===== src/rtl/flappy_pkg.sv =====
// Shared definitions for the flappy game datapath: coordinate widths,
// screen geometry, and the collision FSM state encoding.
package flappy_pkg;

  localparam int X_W      = 9;
  localparam int Y_W      = 7;
  localparam int SCREEN_W = 160;
  localparam int SCREEN_H = 120;
  localparam int GAP_H    = 30;

  typedef enum logic [2:0] {
    ST_IDLE,
    ST_BOUND,
    ST_SCAN,
    ST_HIT,
    ST_RELEASE
  } coll_state_t;

  // True when a sprite of height h whose top row is y reaches past the floor.
  // The sum is formed in Y_W+1 bits so a bird near the bottom cannot wrap.
  function automatic logic below_floor(input logic [Y_W-1:0] y, input int h);
    logic [Y_W:0] bottom;
    bottom = {1'b0, y} + (Y_W+1)'(h);
    return bottom > (Y_W+1)'(SCREEN_H);
  endfunction

endpackage


===== src/rtl/pipe_hit_check.sv =====
// Combinational test of one pipe against the bird.
// hit    : the pipe column overlaps the bird and the bird is not fully inside the gap.
// passed : the pipe's right edge has just moved past the bird's left column.
module pipe_hit_check #(
  parameter int BIRD_X = 20,
  parameter int BIRD_W = 4,
  parameter int BIRD_H = 4,
  parameter int PIPE_W = 8,
  parameter int GAP_H  = 30
) (
  input  logic [flappy_pkg::X_W-1:0] px,
  input  logic [flappy_pkg::Y_W-1:0] py,
  input  logic [flappy_pkg::Y_W-1:0] bird_y,
  output logic                       hit,
  output logic                       passed
);
  import flappy_pkg::*;

  logic [X_W:0] px_left;
  logic [X_W:0] px_right;
  logic [Y_W:0] bird_top;
  logic [Y_W:0] bird_bot;
  logic [Y_W:0] gap_top;
  logic [Y_W:0] gap_bot;
  logic         h_overlap;
  logic         v_miss;

  // Widen by one bit before adding extents so edges near the screen limits never wrap.
  always_comb begin
    px_left   = {1'b0, px};
    px_right  = px_left + (X_W+1)'(PIPE_W - 1);
    bird_top  = {1'b0, bird_y};
    bird_bot  = bird_top + (Y_W+1)'(BIRD_H - 1);
    gap_top   = {1'b0, py};
    gap_bot   = gap_top + (Y_W+1)'(GAP_H - 1);
    h_overlap = (px_left <= (X_W+1)'(BIRD_X + BIRD_W - 1)) &&
                (px_right >= (X_W+1)'(BIRD_X));
    v_miss    = (bird_top < gap_top) || (bird_bot > gap_bot);
    hit       = h_overlap && v_miss;
    passed    = (px_left + (X_W+1)'(PIPE_W)) == (X_W+1)'(BIRD_X);
  end

endmodule


===== src/rtl/collision_detector.sv =====
// Collision detector: on each game tick, snapshots the bird and pipe positions,
// checks the floor bound, then scans one pipe per CLOCK_50 cycle.
// collided is held from a hit until a key press followed by the next tick.
// Optional build macro SCORE_COUNTER_EN enables the cleared-pipe score counter;
// without it score is tied to zero.
module collision_detector #(
  parameter int NUM_PIPES = 3,
  parameter int BIRD_X    = 20,
  parameter int BIRD_W    = 4,
  parameter int BIRD_H    = 4,
  parameter int PIPE_W    = 8,
  parameter int GAP_H     = 30
) (
  input  logic                                 CLOCK_50,
  input  logic                                 resetn,
  input  logic                                 game_clk,
  input  logic                                 key_press,
  input  logic [flappy_pkg::Y_W-1:0]           bird_y,
  input  logic [flappy_pkg::X_W*NUM_PIPES-1:0] pipe_x,
  input  logic [flappy_pkg::Y_W*NUM_PIPES-1:0] pipe_y,
  output logic                                 collided,
  output logic [7:0]                           score,
  output logic                                 frame_done
);
  import flappy_pkg::*;

  localparam int IDX_W = (NUM_PIPES > 1) ? $clog2(NUM_PIPES) : 1;

  logic [1:0]               game_sync;
  logic                     game_prev;
  logic                     game_tick;
  logic [1:0]               key_sync;
  logic                     key_prev;
  logic                     key_tick;

  coll_state_t              state;
  logic [IDX_W-1:0]         idx;
  logic [Y_W-1:0]           snap_bird_y;
  logic [X_W*NUM_PIPES-1:0] snap_pipe_x;
  logic [Y_W*NUM_PIPES-1:0] snap_pipe_y;

  logic [X_W-1:0]           cur_px;
  logic [Y_W-1:0]           cur_py;
  logic                     pipe_hit;
  logic                     pipe_passed;

  // Bring game_clk and key_press into the CLOCK_50 domain and register a one-cycle rising-edge pulse.
  always_ff @(posedge CLOCK_50) begin
    if (!resetn) begin
      game_sync <= 2'b00;
      game_prev <= 1'b0;
      game_tick <= 1'b0;
      key_sync  <= 2'b00;
      key_prev  <= 1'b0;
      key_tick  <= 1'b0;
    end else begin
      game_sync <= {game_sync[0], game_clk};
      game_prev <= game_sync[1];
      game_tick <= game_sync[1] & ~game_prev;
      key_sync  <= {key_sync[0], key_press};
      key_prev  <= key_sync[1];
      key_tick  <= key_sync[1] & ~key_prev;
    end
  end

  // Route the snapshot of the pipe currently being scanned to the shared checker.
  always_comb begin
    cur_px = snap_pipe_x[idx*X_W +: X_W];
    cur_py = snap_pipe_y[idx*Y_W +: Y_W];
  end

  pipe_hit_check #(
    .BIRD_X (BIRD_X),
    .BIRD_W (BIRD_W),
    .BIRD_H (BIRD_H),
    .PIPE_W (PIPE_W),
    .GAP_H  (GAP_H)
  ) u_pipe_hit_check (
    .px     (cur_px),
    .py     (cur_py),
    .bird_y (snap_bird_y),
    .hit    (pipe_hit),
    .passed (pipe_passed)
  );

  // Collision FSM: snapshot on tick, floor bound, per-pipe scan, latched hit, and restart handshake.
  always_ff @(posedge CLOCK_50) begin
    if (!resetn) begin
      state      <= ST_IDLE;
      idx        <= '0;
      collided   <= 1'b0;
      frame_done <= 1'b0;
    end else begin
      frame_done <= 1'b0;
      case (state)
        ST_IDLE: begin
          if (game_tick) begin
            snap_bird_y <= bird_y;
            snap_pipe_x <= pipe_x;
            snap_pipe_y <= pipe_y;
            state       <= ST_BOUND;
          end
        end
        ST_BOUND: begin
          if (below_floor(snap_bird_y, BIRD_H)) begin
            collided <= 1'b1;
            state    <= ST_HIT;
          end else begin
            idx   <= '0;
            state <= ST_SCAN;
          end
        end
        ST_SCAN: begin
          if (pipe_hit) begin
            collided <= 1'b1;
            state    <= ST_HIT;
          end else if (idx == IDX_W'(NUM_PIPES - 1)) begin
            frame_done <= 1'b1;
            state      <= ST_IDLE;
          end else begin
            idx <= idx + IDX_W'(1);
          end
        end
        ST_HIT: begin
          collided <= 1'b1;
          if (key_tick) begin
            state <= ST_RELEASE;
          end
        end
        ST_RELEASE: begin
          if (game_tick) begin
            collided <= 1'b0;
            state    <= ST_IDLE;
          end
        end
        default: begin
          state <= ST_IDLE;
        end
      endcase
    end
  end

`ifdef SCORE_COUNTER_EN
  logic [7:0] score_q;

  // Count pipes cleared; a hit on the same pipe suppresses the increment, and the restart tick clears it.
  always_ff @(posedge CLOCK_50) begin
    if (!resetn) begin
      score_q <= 8'd0;
    end else if (state == ST_RELEASE && game_tick) begin
      score_q <= 8'd0;
    end else if (state == ST_SCAN && !pipe_hit && pipe_passed) begin
      score_q <= score_q + 8'd1;
    end
  end

  assign score = score_q;
`else
  logic unused_passed;

  assign unused_passed = pipe_passed;
  assign score         = 8'd0;
`endif

endmodule


===== config.mk =====
export PLATFORM = sky130hd
export DESIGN_NAME = collision_detector
export DESIGN_NICKNAME = d
export VERILOG_FILES = /design/src/rtl/flappy_pkg.sv /design/src/rtl/pipe_hit_check.sv /design/src/rtl/collision_detector.sv
export SDC_FILE = /design/constraint.sdc
export NUM_CORES = 1
export LEC_CHECK = 0
export BUFFER_PORTS_ARGS = -buffer_cell sky130_fd_sc_hd__buf_2
export CAP_MARGIN = 0
export CORE_UTILIZATION = 54
export DETAILED_ROUTE_END_ITERATION = 7
export MAX_ROUTING_LAYER = met4
export PLACE_DENSITY = 0.87
export SETUP_SLACK_MARGIN = 0.02
export SYNTH_ARGS = -nofsm -noshare
export SYNTH_HDL_FRONTEND = slang
export SYNTH_SLANG_ARGS = --single-unit

===== constraint.sdc =====
create_clock -name CLOCK_50 -period 5.3 [get_ports CLOCK_50]
set_input_delay 0.265 -clock CLOCK_50 [delete_from_list [all_inputs] [get_ports CLOCK_50]]
set_output_delay 0.265 -clock CLOCK_50 [all_outputs]
set_load 0.01 [all_outputs]

==> Word level (Yosys, flattened, before mapping) <==
Cells that the tools add are included.
{ "op_classes": {"shifts": 2, "order_cmp": 5, "mux": 16, "reduce_logical": 11, "n_bitwise": 6, "n_addsub": 5, "multipliers": 2, "eq_ne": 14} }
{ "op_table": {"columns": ["operator", "count"], "rows": [
  ["indexed part select 27 x 7 -> 9 bit", 1],
  ["indexed part select 21 x 6 -> 7 bit", 1],
  ["!= test 2 bit (second input constant)", 8],
  ["two-way mux 3 bit", 5],
  ["one-hot mux 3 bit (5 select lines)", 1],
  ["AND reduction 4 bit", 3],
  ["adder 9 x 3 -> 10 bit (second input constant)", 1],
  ["greater-or-equal comparator 10 x 5 -> 1 bit (second input constant)", 1],
  ["less-or-equal comparator 9 x 5 -> 1 bit (second input constant)", 1],
  ["adder 7 x 2 -> 8 bit (second input constant)", 1],
  ["adder 7 x 3 -> 8 bit (second input constant)", 1],
  ["adder 7 x 5 -> 8 bit (second input constant)", 1],
  ["> comparator 8 x 7 -> 1 bit (second input constant)", 1],
  ["> comparator 8 bit", 1],
  ["less-than comparator 7 bit", 1],
  ["== test 3 x 2 -> 1 bit (second input constant)", 2],
  ["multiplier 2 x 4 -> 6 bit (second input constant)", 1],
  ["two-way mux 2 bit", 3],
  ["multiplier 2 x 3 -> 5 bit (second input constant)", 1],
  ["two-way mux 1 bit", 5],
  ["inverter 1 bit", 4],
  ["one-hot mux 1 bit (4 select lines)", 1],
  ["one-hot mux 2 bit (2 select lines)", 1],
  ["nonzero test 4 bit", 1],
  ["12 further kinds", 14]
]} }
{ "totals": {"reg_bits": 70, "in_bits": 59} }

==> Depth between registers and ports, before layout <==
Gate-level depths: netlist (run 1).
{ "logic_depth": {"depth_word": 8, "ltp_mapped": 15, "depth_no_buf": 14} }

==> Cells and area by module <==
From an unflattened synthesis (run 1), not the netlist that was laid out.
{ "unflattened": {"cells_unflattened": 283, "area_unflattened_um2": 3392.0} }
{ "modules_own_cells": {"columns": ["mod", "seq_area_each_um2", "n_inst", "cells_per_inst", "area_per_inst_um2"], "rows": [
  ["collision_detector", 1951.9, 1, 192, 2733.9],
  ["pipe_hit_check", 0.0, 1, 91, 658.1]
]} }

==> Least setup slack after synthesis (run 1) <==
OpenSTA, ideal clock, no wires.
{ "synth_timing": {"path_kind": "input to register", "startpoint": "input resetn", "endpoint": "register snap_bird_y[0] (enable)", "arrival_time_ns": 3.282, "n_path_buf": 1, "required_ns": 4.832, "cell_stages": 3, "setup_time_ns": 0.468, "setup_slack_ns": 1.550, "path_cell_list": "clkdlybuf4s50_1 -> nand2_1 -> nor2_1"} }
{ "synth_between": {"elab_chain_cells": 1} }
{ "synth_lines": {"columns": ["item", "line", "rtl"], "rows": [
  ["start: declaration", "collision_detector.sv:15", "input logic resetn,"],
  ["AND reduction 3 bit (no line)", null, null],
  ["end signal: assignment", "collision_detector.sv:98", "snap_bird_y <= bird_y;"],
  ["end: declaration", "collision_detector.sv:38", "logic [Y_W-1:0] snap_bird_y;"]
]} }
Every way passes these cells.
A chain may end at the register's enable or synchronous reset.

==> Final worst setup path (run 1) <==
{ "layout_timing": {"startpoint": "register idx[0]", "endpoint": "register state[0]"} }
{ "layout_between": {"elab_chain_cells": 8, "elab_cells_between_ends": 18} }
{ "layout_lines": {"columns": ["item", "line", "rtl"], "rows": [
  ["start: declaration", "collision_detector.sv:37", "logic [IDX_W-1:0] idx;"],
  ["start signal: assignment", "collision_detector.sv:121", "idx <= idx + IDX_W'(1);"],
  ["multiplier 2 x 4 -> 6 bit or multiplier 2 x 3 -> 5 bit (tied branches)", "collision_detector.sv:68, collision_detector.sv:69", null],
  ["indexed part select 27 x 7 -> 9 bit or indexed part select 21 x 6 -> 7 bit (tied branches)", "collision_detector.sv:68, collision_detector.sv:69", null],
  ["adder 9 x 3 -> 10 bit or adder 7 x 5 -> 8 bit (tied branches)", "pipe_hit_check.sv:31, pipe_hit_check.sv:35", null],
  ["greater-or-equal comparator 10 x 5 -> 1 bit or > comparator 8 bit (tied branches)", "pipe_hit_check.sv:37, pipe_hit_check.sv:38", null],
  ["logical AND 1 bit or logical OR 1 bit (tied branches)", "pipe_hit_check.sv:36, pipe_hit_check.sv:38", null],
  ["logical AND 1 bit", "pipe_hit_check.sv:39", "hit = h_overlap && v_miss;"],
  ["two-way mux 3 bit or != test 3 bit (tied branches)", null, null],
  ["one-hot mux 3 bit (5 select lines) or AND reduction 4 bit (tied branches)", null, null],
  ["end signal: assignment", "collision_detector.sv:101", "state <= ST_BOUND;"],
  ["end signal: assignment", "collision_detector.sv:116", "state <= ST_HIT;"],
  ["end signal: assignment", "collision_detector.sv:119", "state <= ST_IDLE;"],
  ["end: declaration", "collision_detector.sv:36", "coll_state_t state;"]
]} }
Parallel ways exist; a longest one is shown, timed or not.

==> results of run 1 <==
## metal layers
layer / GRT usage (%) / up-vias / wire [um]
li1: - / 1057 / -
met2: 31.03 / 86 / 2719
met4: 11.07 / 0 / 163
met5: - / - / 0
met3: 5.257 / 16 / 293
met1: 23.26 / 978 / 2421
## Yosys cell counts (all sizes together), types with 3 or more instances
cell type / instances / area share, %
a21o: 3 / 0.69
o21a: 4 / 0.92
a21oi: 9 / 1.5
nand4: 3 / 0.57
nor2: 11 / 1.3
edfxtp: 55 / 50
nor3: 4 / 0.61
buf: 11 / 2.7
nand3: 6 / 0.92
and2: 6 / 1.1
mux2i: 7 / 2.1
nor4: 3 / 0.57
o21ai: 10 / 1.5
ha: 21 / 8.0
inv: 20 / 2.3
dfxtp: 15 / 9.2
xnor2: 8 / 2.1
nor2b: 6 / 1.1
nand2: 17 / 1.9
## logic make-up (layout without fill, tap and decap cells)
logic type	count (synthesis)	after routing	synth area share, %
buffers and inverters	33	97	5.420
and+or+nand+nor	65	65	10.27
xor gates and xnor gates	10	10	2.672
muxes	8	8	2.595
other	1	8	0.1144
AOI/OAI and AO/OA	47	47	11.37
adders and majority gates	21	21	8.015
DFF	70	70	59.54
## worst max-delay path, cell delays in order, from the launching register on
cell and delay, ns:
dfxtp_1 0.80, nor2b_1 0.25, nand2_1 0.12, o21ai_0 0.18, ha_1 0.28, nor3_1 0.30, a21o_1 0.19, xnor2_1 0.08
ha_1 0.30, nand4_1 0.14, or2b_2 0.32, o221ai_1 0.34, a41oi_1 0.19, nor4_1 0.28
## worst paths after layout
path / start / end / slack (ns) / cells after the start
max: idx[0]$_SDFFE_PN0P_ / state[0]$_SDFFE_PN0P_ / 1.43 / 13
min: pipe_x[1] / snap_pipe_x[1]$_DFFE_PP_ / 0.09 / 1
max reg2reg: idx[0]$_SDFFE_PN0P_ / state[0]$_SDFFE_PN0P_ / 1.43 / 13
min reg2reg: game_prev$_SDFF_PN0_ / game_tick$_SDFF_PN0_ / 0.38 / 1
## state kept, by name, summed over array words and instances, names as in the netlist, 2 cells and up
name	cells
state	3
game_sync	2
idx	2
snap_pipe_x	27
key_sync	2
snap_bird_y	7
snap_pipe_y	21
## area by class of cell
class / count / area (um^2)
Clock buffer: 9 / 123.9
Inverter: 20 / 75.07
Fill cell: 446 / 2078
Sequential cell: 70 / 1952
Clock inverter: 7 / 72.57
Multi-Input combinational cell: 159 / 1182
Tap cell: 75 / 93.84
Timing Repair Buffer: 61 / 307.8
## cell usage in the layout, fill, tap and decap left out, types with 7 or more instances in the layout
master,count
nor2_1,10
o21ai_0,9
mux2i_1,7
nand2_1,17
edfxtp_1,55
clkbuf_8,9
dfxtp_1,15
inv_1,20
xnor2_1,8
a21oi_1,8
buf_2,60
ha_1,21
conb_1,8
## per-stage QoR
step / instances / power, W
floorplan: 262 / 0.0007366
CTS: 401 / 0.001191
detailed placement: 385 / 0.0007720
global route: 401 / 0.001231
global placement: 385 / 0.0007648
finish: 401 / 0.001180
## power by group through the flow
stage | sequential (W) | combinational (W) | clock [W]
2_1_floorplan | 0.000624 | 0.000113 | 0
3_5_place_dp | 0.000634 | 0.000138 | 0
4_1_cts | 0.000621 | 0.000140 | 0.000430
3_3_place_gp | 0.000633 | 0.000132 | 0
5_1_grt | 0.000623 | 0.000159 | 0.000449
6_report | 0.000622 | 0.000141 | 0.000417
==> impl_metrics.csv, run 1 <==
group,metric,value,unit
status,outcome,"finished clean",
synth,ys.warnings.count,0,
setup_path,worst-setup-path-type,"flop to flop",
clock_network,numCtsBuffers,9,
global_route,grtUsageTotal,19.84,%
power,clockPowerShare,35.3,%
synth,synth_edf_count,55,
placed_design,place.gp.congestion,0.8842,
final_layout,syn_to_final_growth,16.14,%
clock_network,cts_htree_levels,3,
power,ir_drop,0.0002657,V
placed_design,pre_cts_ws,1.568,ns
timing,fin_worst_skew,0.008022,ns
timing,hold_violations,0,
synth,synthesis.area,3278,um^2
route,first_pass_iters,4,
route,drtIter0Drc,120,
timing,whs,0.08694,ns
route,wl_per_cell,13.96,um
synth,postSynthCellCount,255,
power,p_seq_share,52.7,%
final_layout,final_util,64.69,%
setup_path,worstSetupStartpointType,"flop",
clock_network,ctsResizeCount,0,
power,combPwrFrac,12.0,%
die,io_pins,69,
die,die_w,79.92,um
global_route,first_global_vias,2076,
power,p_leak,1.492,nW
timing,tightestPinTransition,0.7372,ns
route,ant_nets,0,
synth,ys_ff_latch,70,
final_layout,fin_nets,401,
global_route,grt_pass1_wl,9080,um
synth,synth.avg_cell_area,12.86,um^2
timing,fin_crit_sh,73.01,%
clock_network,clock_latency,0.35,ns
clock_network,cts_setup_buffers,0,
setup_path,critical_path_arrival,4.12,ns
die,core_area,5886,um^2
synth,synthFlopType,"edfxtp_1",
min_path,min_path_type,"input port to flop",
setup_path,end_kind,"flop",
route,num_vias,2137,
route,drc,0,
synth,ys_seq_area_share,59.54,%
placed_design,place_hpwl,4081,um
synth,yosysUniqueCellTypes,55,
global_route,overflow,0,
setup_path,cp_max_fo,16,
die,die-area,6386,um^2
timing,fin_ws,1.431,ns
timing,tns,0,ns
timing,finalCriticalPeriod,3.869,ns
die,start_util,55.70,%
die,die_h,79.92,um
die,num_rows,28,
power,p_sw_share,24.51,%
timing,relSlewSlack,50.78,%
clock_network,cts_tree,"done",
timing,drv_slew,0,
clock_network,cts_hold_buf,0,
clock_network,clkTransAtPathRegs,0.08,ns
timing,setup_violations,0,
placed_design,port_buffers,60,
final_layout,n_antenna_cell,0,
timing,max_freq,258.4,MHz
timing,rsz0062_at_grt,"false",
power,p_per_area,309.9,nW/um^2
synth,synthArstFlopShare,0,%
clock_network,cts-root-buf,"clkbuf_8",
placed_design,place_area,3611,um^2
clock_network,clock-sinks,70,
final_layout,drive_gt1_share,27.61,%
global_route,grt_max_degree,41,
clock_network,clockBufferDepth,2,
job,max_cap_violations,0,
power,switchingPower,0.0002891,W
power,p_int,0.0008906,W
route,wirelength,5597,um
final_layout,final_area,3807,um^2
route,via_per_inst,5.329,
setup_path,required,5.55,ns
global_route,antenna_found_initial,0,
No activity file was read; power rests on OpenSTA's default activity.
==> run 2: changes to the inputs <==
--- a/config.mk
+++ b/config.mk
@@ -7,10 +7,10 @@
 export LEC_CHECK = 0
 export BUFFER_PORTS_ARGS = -buffer_cell sky130_fd_sc_hd__buf_2
 export CAP_MARGIN = 0
-export CORE_UTILIZATION = 54
+export CORE_UTILIZATION = 49
 export DETAILED_ROUTE_END_ITERATION = 7
 export MAX_ROUTING_LAYER = met4
-export PLACE_DENSITY = 0.87
+export PLACE_DENSITY = 0.84
 export SETUP_SLACK_MARGIN = 0.02
 export SYNTH_ARGS = -nofsm -noshare
 export SYNTH_HDL_FRONTEND = slang
==> constraint.sdc (replaced) <==
create_clock -name CLOCK_50 -period 3.5 [get_ports CLOCK_50]
set_input_delay 0.175 -clock CLOCK_50 [delete_from_list [all_inputs] [get_ports CLOCK_50]]
set_output_delay 0.175 -clock CLOCK_50 [all_outputs]
set_load 0.01 [all_outputs]
==> run 2 against run 1 <==
Core utilization rose by 4.3 points. Clock-buffer cell count unchanged. Critical endpoint is now idx[0]$_SDFFE_PN0P_. Worst setup slack worse by 1.3 ns. Combinational power up 110%. Fmax up 15%. Clock power grew 94%. Non-clock buffer count rose by 55. Sequential cell count stayed put. Largest power group unchanged. First-iteration DRC count up 91%. Cell count rose by 14%.
==> impl_metrics.csv, run 2 (synthesis gave the netlist of run 1 again) <==
group,metric,value,unit
final_layout,syn_to_final_growth,34.47,%
timing,fin_crit_sh,95.78,%
setup_path,r2r_setup_slack,0.15,ns
setup_path,r2r-end,"idx[0]$_SDFFE_PN0P_",
route,via_per_inst,5.559,
placed_design,placed_cells,390,
final_layout,largestRegisters,"snap_pipe_x x27, snap_pipe_y x21, snap_bird_y x7",
job,max_cap_violations,0,
die,start_util,51.33,%
timing,finalCriticalPeriod,3.352,ns
clock_network,cts_htree_levels,3,
global_route,antenna_found_initial,0,
setup_path,worstSetupStartpointType,"flop",
setup_path,cp_common_cell,"a21o_1",
setup_path,max_stage_delay,0.46,ns
timing,drv_slew,0,
power,p_int,0.001538,W
timing,tns,0,ns
timing,fin_ws,0.1479,ns
clock_network,numCtsBuffers,9,
power,combPwrFrac,14.5,%
min_path,min_to,"snap_bird_y[2]$_DFFE_PP_",
power,ir_drop,0.0004186,V
timing,tightestPinTransition,0.6325,ns
min_path,hold_depth,1,
setup_path,path_delay_family,"compound AO/OA/AOI/OAI gates",
power,p_per_area,462.7,nW/um^2
global_route,grtUsageTotal,23.80,%
die,die_h,83.79,um
final_layout,final_common_cell,"buf_2",
final_layout,drive_gt1_share,24.67,%
global_route,grt_pass1_wl,12000,um
status,outcome,"finished clean",
placed_design,place.gp.congestion,0.8456,
route,wirelength,8503,um
clock_network,clkTransAtPathRegs,0.07,ns
setup_path,cp_max_fo,13,
timing,setup_violations,0,
clock_network,cts_tree,"done",
timing,fin_worst_skew,0.007471,ns
placed_design,port_buffers,60,
clock_network,cts-root-buf,"clkbuf_8",
route,drc,0,
setup_path,critical_path_arrival,3.62,ns
timing,relSlewSlack,56.74,%
route,num_vias,2546,
route,first_pass_iters,5,
final_layout,largest_reg_flops,27,
min_path,min_path_type,"input port to flop",
route,ant_nets,0,
setup_path,startpoint,"idx[0]$_SDFFE_PN0P_",
setup_path,end_kind,"flop",
clock_network,clock-sinks,70,
final_layout,final_util,69.02,%
die,num_rows,29,
setup_path,path_buf_inv,1,
clock_network,clockBufferDepth,2,
timing,hold_violations,0,
route,wl_per_cell,18.57,um
global_route,overflow,0,
clock_network,clock_latency,0.36,ns
setup_path,r2r_start,"idx[0]$_SDFFE_PN0P_",
placed_design,place_hpwl,4132,um
setup_path,worst-setup-path-type,"flop to flop",
power,p_seq_share,45.7,%
final_layout,n_antenna_cell,0,
final_layout,layout_common_cells,"buf_2, edfxtp_1, dlygate4sd3_1, ha_1, inv_1",
die,die-area,7021,um^2
setup_path,required,3.77,ns
die,core_area,6386,um^2
global_route,grt_max_degree,54,
placed_design,pre_cts_ws,0.2631,ns
die,die_w,83.79,um
power,clockPowerShare,39.8,%
final_layout,top_register,"snap_pipe_x",
timing,max_freq,298.3,MHz
die,io_pins,69,
final_layout,final_cells,458,
setup_path,critPathSlowestCell,"a311o_2",
setup_path,r2r_cells,13,
power,p_leak,1.754,nW
route,drtIter0Drc,229,
min_path,holdCritStartpoint,"bird_y[2]",
setup_path,cp_cell_sequence,"buf_4 > mux2i_1 > nor2_1 > a21o_1 > nor3_1 > a21o_1 > xnor2_1 > ha_1 > nand4_1 > o21ai_0 > o221ai_2 > a311o_2 > o22ai_2",
final_layout,fin_nets,456,
power,p_sw_share,24.57,%
global_route,first_global_vias,2550,
power,switchingPower,0.0005012,W
run 2: cell count changes in the layout (fill, tap and decap cells not counted):
cell / delta
buf_4: +3
bufinv_16: +2
clkinv_2: -1
clkinv_4: +1
clkinvlp_4: -2
dlygate4sd3_1: +52
o221ai_1: -1
o221ai_2: +1
run 2: cell type report:
class	instances	area, um^2
clock buffer	9	123.9
clock inverter	7	121.4
fill	387	1978
inverter	20	75.07
multi-input combinational	159	1189
sequential	70	1952
tap	77	96.34
timing repair buffer	116	850.8
run 2: worst max-delay path by stage:
stage	slack (ns)	endpoint	cells past startpoint
after floorplan	0.52	state[0]$_SDFFE_PN0P_	14
after global placement	0.48	state[0]$_SDFFE_PN0P_	13
after detailed placement	0.26	state[0]$_SDFFE_PN0P_	13
after CTS	0.27	state[0]$_SDFFE_PN0P_	13
after global routing	-0.08	state[0]$_SDFFE_PN0P_	12
final	0.15	idx[0]$_SDFFE_PN0P_	13
run 2: stage by stage:
stage          area, um^2  hold slack [ns]  total power, W
3_3_place_gp         3636           0.3512        0.001164
5_1_grt              4408        -0.005993        0.002107
2_1_floorplan        3307           0.2739        0.001115
4_1_cts              4312        0.0004316        0.001993
3_5_place_dp         3636           0.3531        0.001174
6_report             4408         0.003731        0.002040
run 2: power groups by stage:
| stage | clock network, W | registers (W) | logic [W] |
|---|---|---|---|
| 2_1_floorplan | 0 | 0.000944 | 0.000171 |
| 3_3_place_gp | 0 | 0.000950 | 0.000215 |
| 3_5_place_dp | 0 | 0.000950 | 0.000224 |
| 4_1_cts | 0.000798 | 0.000932 | 0.000263 |
| 5_1_grt | 0.000853 | 0.000935 | 0.000320 |
| 6_report | 0.000811 | 0.000932 | 0.000296 |
run 2: timing repair:
item,in CTS,in global routing
buffers inserted,0,0
hold buffers,43,9
resized for setup,0,1
endpoints found under the setup margin,0,1
hold endpoints to repair,43,9
run 2: routing by layer:
metal	track usage, %	wire length, um	vias to the layer above
li1	-	-	1173
met1	23.80	3094	1198
met2	41.61	4483	149
met3	6.330	592	26
met4	13.87	332	0
met5	-	0	-
==> run 3: changes to the inputs <==
--- a/config.mk
+++ b/config.mk
@@ -6,11 +6,11 @@
 export NUM_CORES = 1
 export LEC_CHECK = 0
 export BUFFER_PORTS_ARGS = -buffer_cell sky130_fd_sc_hd__buf_2
-export CAP_MARGIN = 0
-export CORE_UTILIZATION = 49
+export CORE_MARGIN = 4
+export CORE_UTILIZATION = 54
 export DETAILED_ROUTE_END_ITERATION = 7
 export MAX_ROUTING_LAYER = met4
-export PLACE_DENSITY = 0.84
+export PLACE_DENSITY = 0.87
 export SETUP_SLACK_MARGIN = 0.02
 export SYNTH_ARGS = -nofsm -noshare
 export SYNTH_HDL_FRONTEND = slang
==> constraint.sdc (replaced) <==
create_clock -name CLOCK_50 -period 3.3 [get_ports CLOCK_50]
set_input_delay 0.165 -clock CLOCK_50 [delete_from_list [all_inputs] [get_ports CLOCK_50]]
set_output_delay 0.165 -clock CLOCK_50 [all_outputs]
set_load 0.01 [all_outputs]
==> run 3 against run 2 <==
Non-clock buffer count is 4 higher. Via count is essentially flat. Cell area grew 0.71%. Die area is 5.1% higher. Cell count increased by 0.66%. Total power increased by 2.3%. Sequential share of layout area decreased by 0.26 points. Sequential power rose by 6.4%. Clock skew is 0.0047 ns higher. First-iteration DRC count fell by 4.4%. Critical path depth fell by 1.
==> impl_metrics.csv, run 3 (synthesis gave the netlist of run 1 again) <==
group,metric,value,unit
placed_design,placed_cells,389,
final_layout,layout_common_cells,"buf_2, dlygate4sd3_1, edfxtp_1, ha_1, inv_1",
setup_path,r2r_start,"idx[0]$_SDFFE_PN0P_",
die,die_h,85.92,um
clock_network,cts_htree_levels,3,
final_layout,final_area,4439,um^2
clock_network,numCtsBuffers,9,
final_layout,n_fill_cell,355,
power,p_sw_share,25.26,%
die,die_w,85.92,um
final_layout,final_common_cell,"buf_2",
setup_path,worstSetupStartpointType,"flop",
status,outcome,"finished clean",
clock_network,clock-sinks,70,
power,ir_drop,0.0003883,V
global_route,grtUsageTotal,24.43,%
final_layout,top_register,"snap_pipe_x",
final_layout,final_util,74.98,%
die,core_area,5921,um^2
job,max_cap_violations,0,
route,ant_nets,0,
global_route,grt_pass1_wl,12880,um
setup_path,required,3.56,ns
min_path,holdCritStartpoint,"game_clk",
setup_path,path_delay_family,"compound AO/OA/AOI/OAI gates",
timing,max_freq,328.0,MHz
timing,fin_worst_skew,0.01216,ns
clock_network,cts_tree,"done",
setup_path,startpoint,"idx[0]$_SDFFE_PN0P_",
power,p_total,0.002086,W
setup_path,cp_cell_sequence,"buf_4 > mux2i_1 > o21ai_1 > a21oi_2 > nand3_1 > xnor2_1 > ha_1 > nand4_1 > or2b_2 > o221ai_2 > a41oi_1 > nor4_1",
route,wirelength,8352,um
clock_network,clkTransAtPathRegs,0.08,ns
setup_path,worst-setup-path-type,"flop to flop",
clock_network,clock_latency,0.36,ns
final_layout,final_cells,461,
setup_path,critPathSlowestCell,"dfxtp_2",
power,combPwrFrac,14.8,%
route,via_per_inst,5.518,
route,drc,0,
timing,hold_violations,0,
global_route,first_global_vias,2696,
power,clockPowerShare,37.6,%
clock_network,clockBufferDepth,2,
final_layout,largest_reg_flops,27,
setup_path,critical_path_arrival,3.31,ns
route,num_vias,2544,
min_path,min_path_type,"input port to flop",
route,drtIter0Drc,219,
die,io_pins,69,
power,p_leak,1.757,nW
route,first_pass_iters,4,
clock_network,cts-root-buf,"clkbuf_8",
die,start_util,55.37,%
setup_path,path_depth,12,
setup_path,end_kind,"flop",
power,p_seq_share,47.6,%
die,num_rows,28,
timing,fin_crit_sh,92.39,%
global_route,overflow,0,
timing,finalCriticalPeriod,3.049,ns
power,p_int,0.001559,W
timing,setup_violations,0,
placed_design,place.gp.congestion,0.8607,
setup_path,r2r_cells,12,
setup_path,cp_max_fo,5,
route,wl_per_cell,18.12,um
final_layout,fin_nets,460,
timing,rsz0062_at_grt,"false",
power,p_per_area,469.8,nW/um^2
final_layout,drive_gt1_share,26.23,%
timing,relSlewSlack,61.47,%
placed_design,place_hpwl,4372,um
power,switchingPower,0.0005268,W
min_path,hold_depth,2,
setup_path,path_buf_inv,1,
global_route,grt_max_degree,49,
placed_design,place_area,3641,um^2
timing,tightestPinTransition,0.5635,ns
final_layout,syn_to_final_growth,35.42,%
global_route,antenna_found_initial,1,
timing,tns,0,ns
final_layout,largestRegisters,"snap_pipe_x x27, snap_pipe_y x21, snap_bird_y x7",
placed_design,port_buffers,60,
setup_path,max_stage_delay,0.41,ns
timing,drv_slew,0,
die,die-area,7381,um^2
==> run 3: power by group through the flow <==
stage	Sequential, W	Clock [W]	Combinational, W
3_5_place_dp	0.00101	0	0.000237
2_1_floorplan	0.00100	0	0.000181
4_1_cts	0.000989	0.000775	0.000291
3_3_place_gp	0.00101	0	0.000228
6_report	0.000992	0.000784	0.000309
5_1_grt	0.000993	0.000829	0.000340
==> run 3: worst paths after layout <==
| path | to | slack [ns] |
|---|---|---|
| worst min register to register | game_tick$_SDFF_PN0_ | 0.39 |
| worst min-delay path | game_sync[0]$_SDFF_PN0_ | 0.04 |
| worst max register to register | state[0]$_SDFFE_PN0P_ | 0.25 |
| worst max-delay path | state[0]$_SDFFE_PN0P_ | 0.25 |
==> run 3: stage by stage <==
step	setup slack, ns	hold slack, ns
finish	0.2511	0.03788
global route	0.04122	0.02697
CTS	0.07768	0.008972
detailed placement	0.1080	0.3431
global placement	0.2913	0.3414
floorplan	0.3207	0.2639
==> run 3: worst reg2reg max path: cells and delay by family (launching register included) <==
family,cells,cell delay [ns]
compound gates,4,0.81
xor+xnor,1,0.15
fa+ha+maj,1,0.30
buf+inv,1,0.20
flops,1,0.41
mux,1,0.28
simple gates,4,0.80
==> run 3: final cells by class <==
class	instances	area (um^2)	share of cell area [%]
antenna	1	2.502	0.05637
clock buffer	9	123.9	2.790
clock inverter	7	97.59	2.198
inverter	20	75.07	1.691
multi-input combinational	159	1204	27.11
sequential	70	1954	44.02
tap	75	93.84	2.114
timing repair buffer	120	888.4	20.01
==> run 3: routing by layer <==
| layer | GRT usage (%) | vias up | routed length, um |
|---|---|---|---|
| li1 | - | 1179 | - |
| met1 | 25.73 | 1194 | 3134 |
| met2 | 40.43 | 133 | 4222 |
| met3 | 6.532 | 38 | 569 |
| met4 | 15.40 | 0 | 425 |
| met5 | - | - | 0 |
==> run 3: repair_timing <==
action,4_1_cts,5_1_grt
endpoints found under the hold margin,55,0
endpoints found under the setup margin,0,6
setup buffers,0,0
gates resized for setup,0,9
hold buffers,55,0
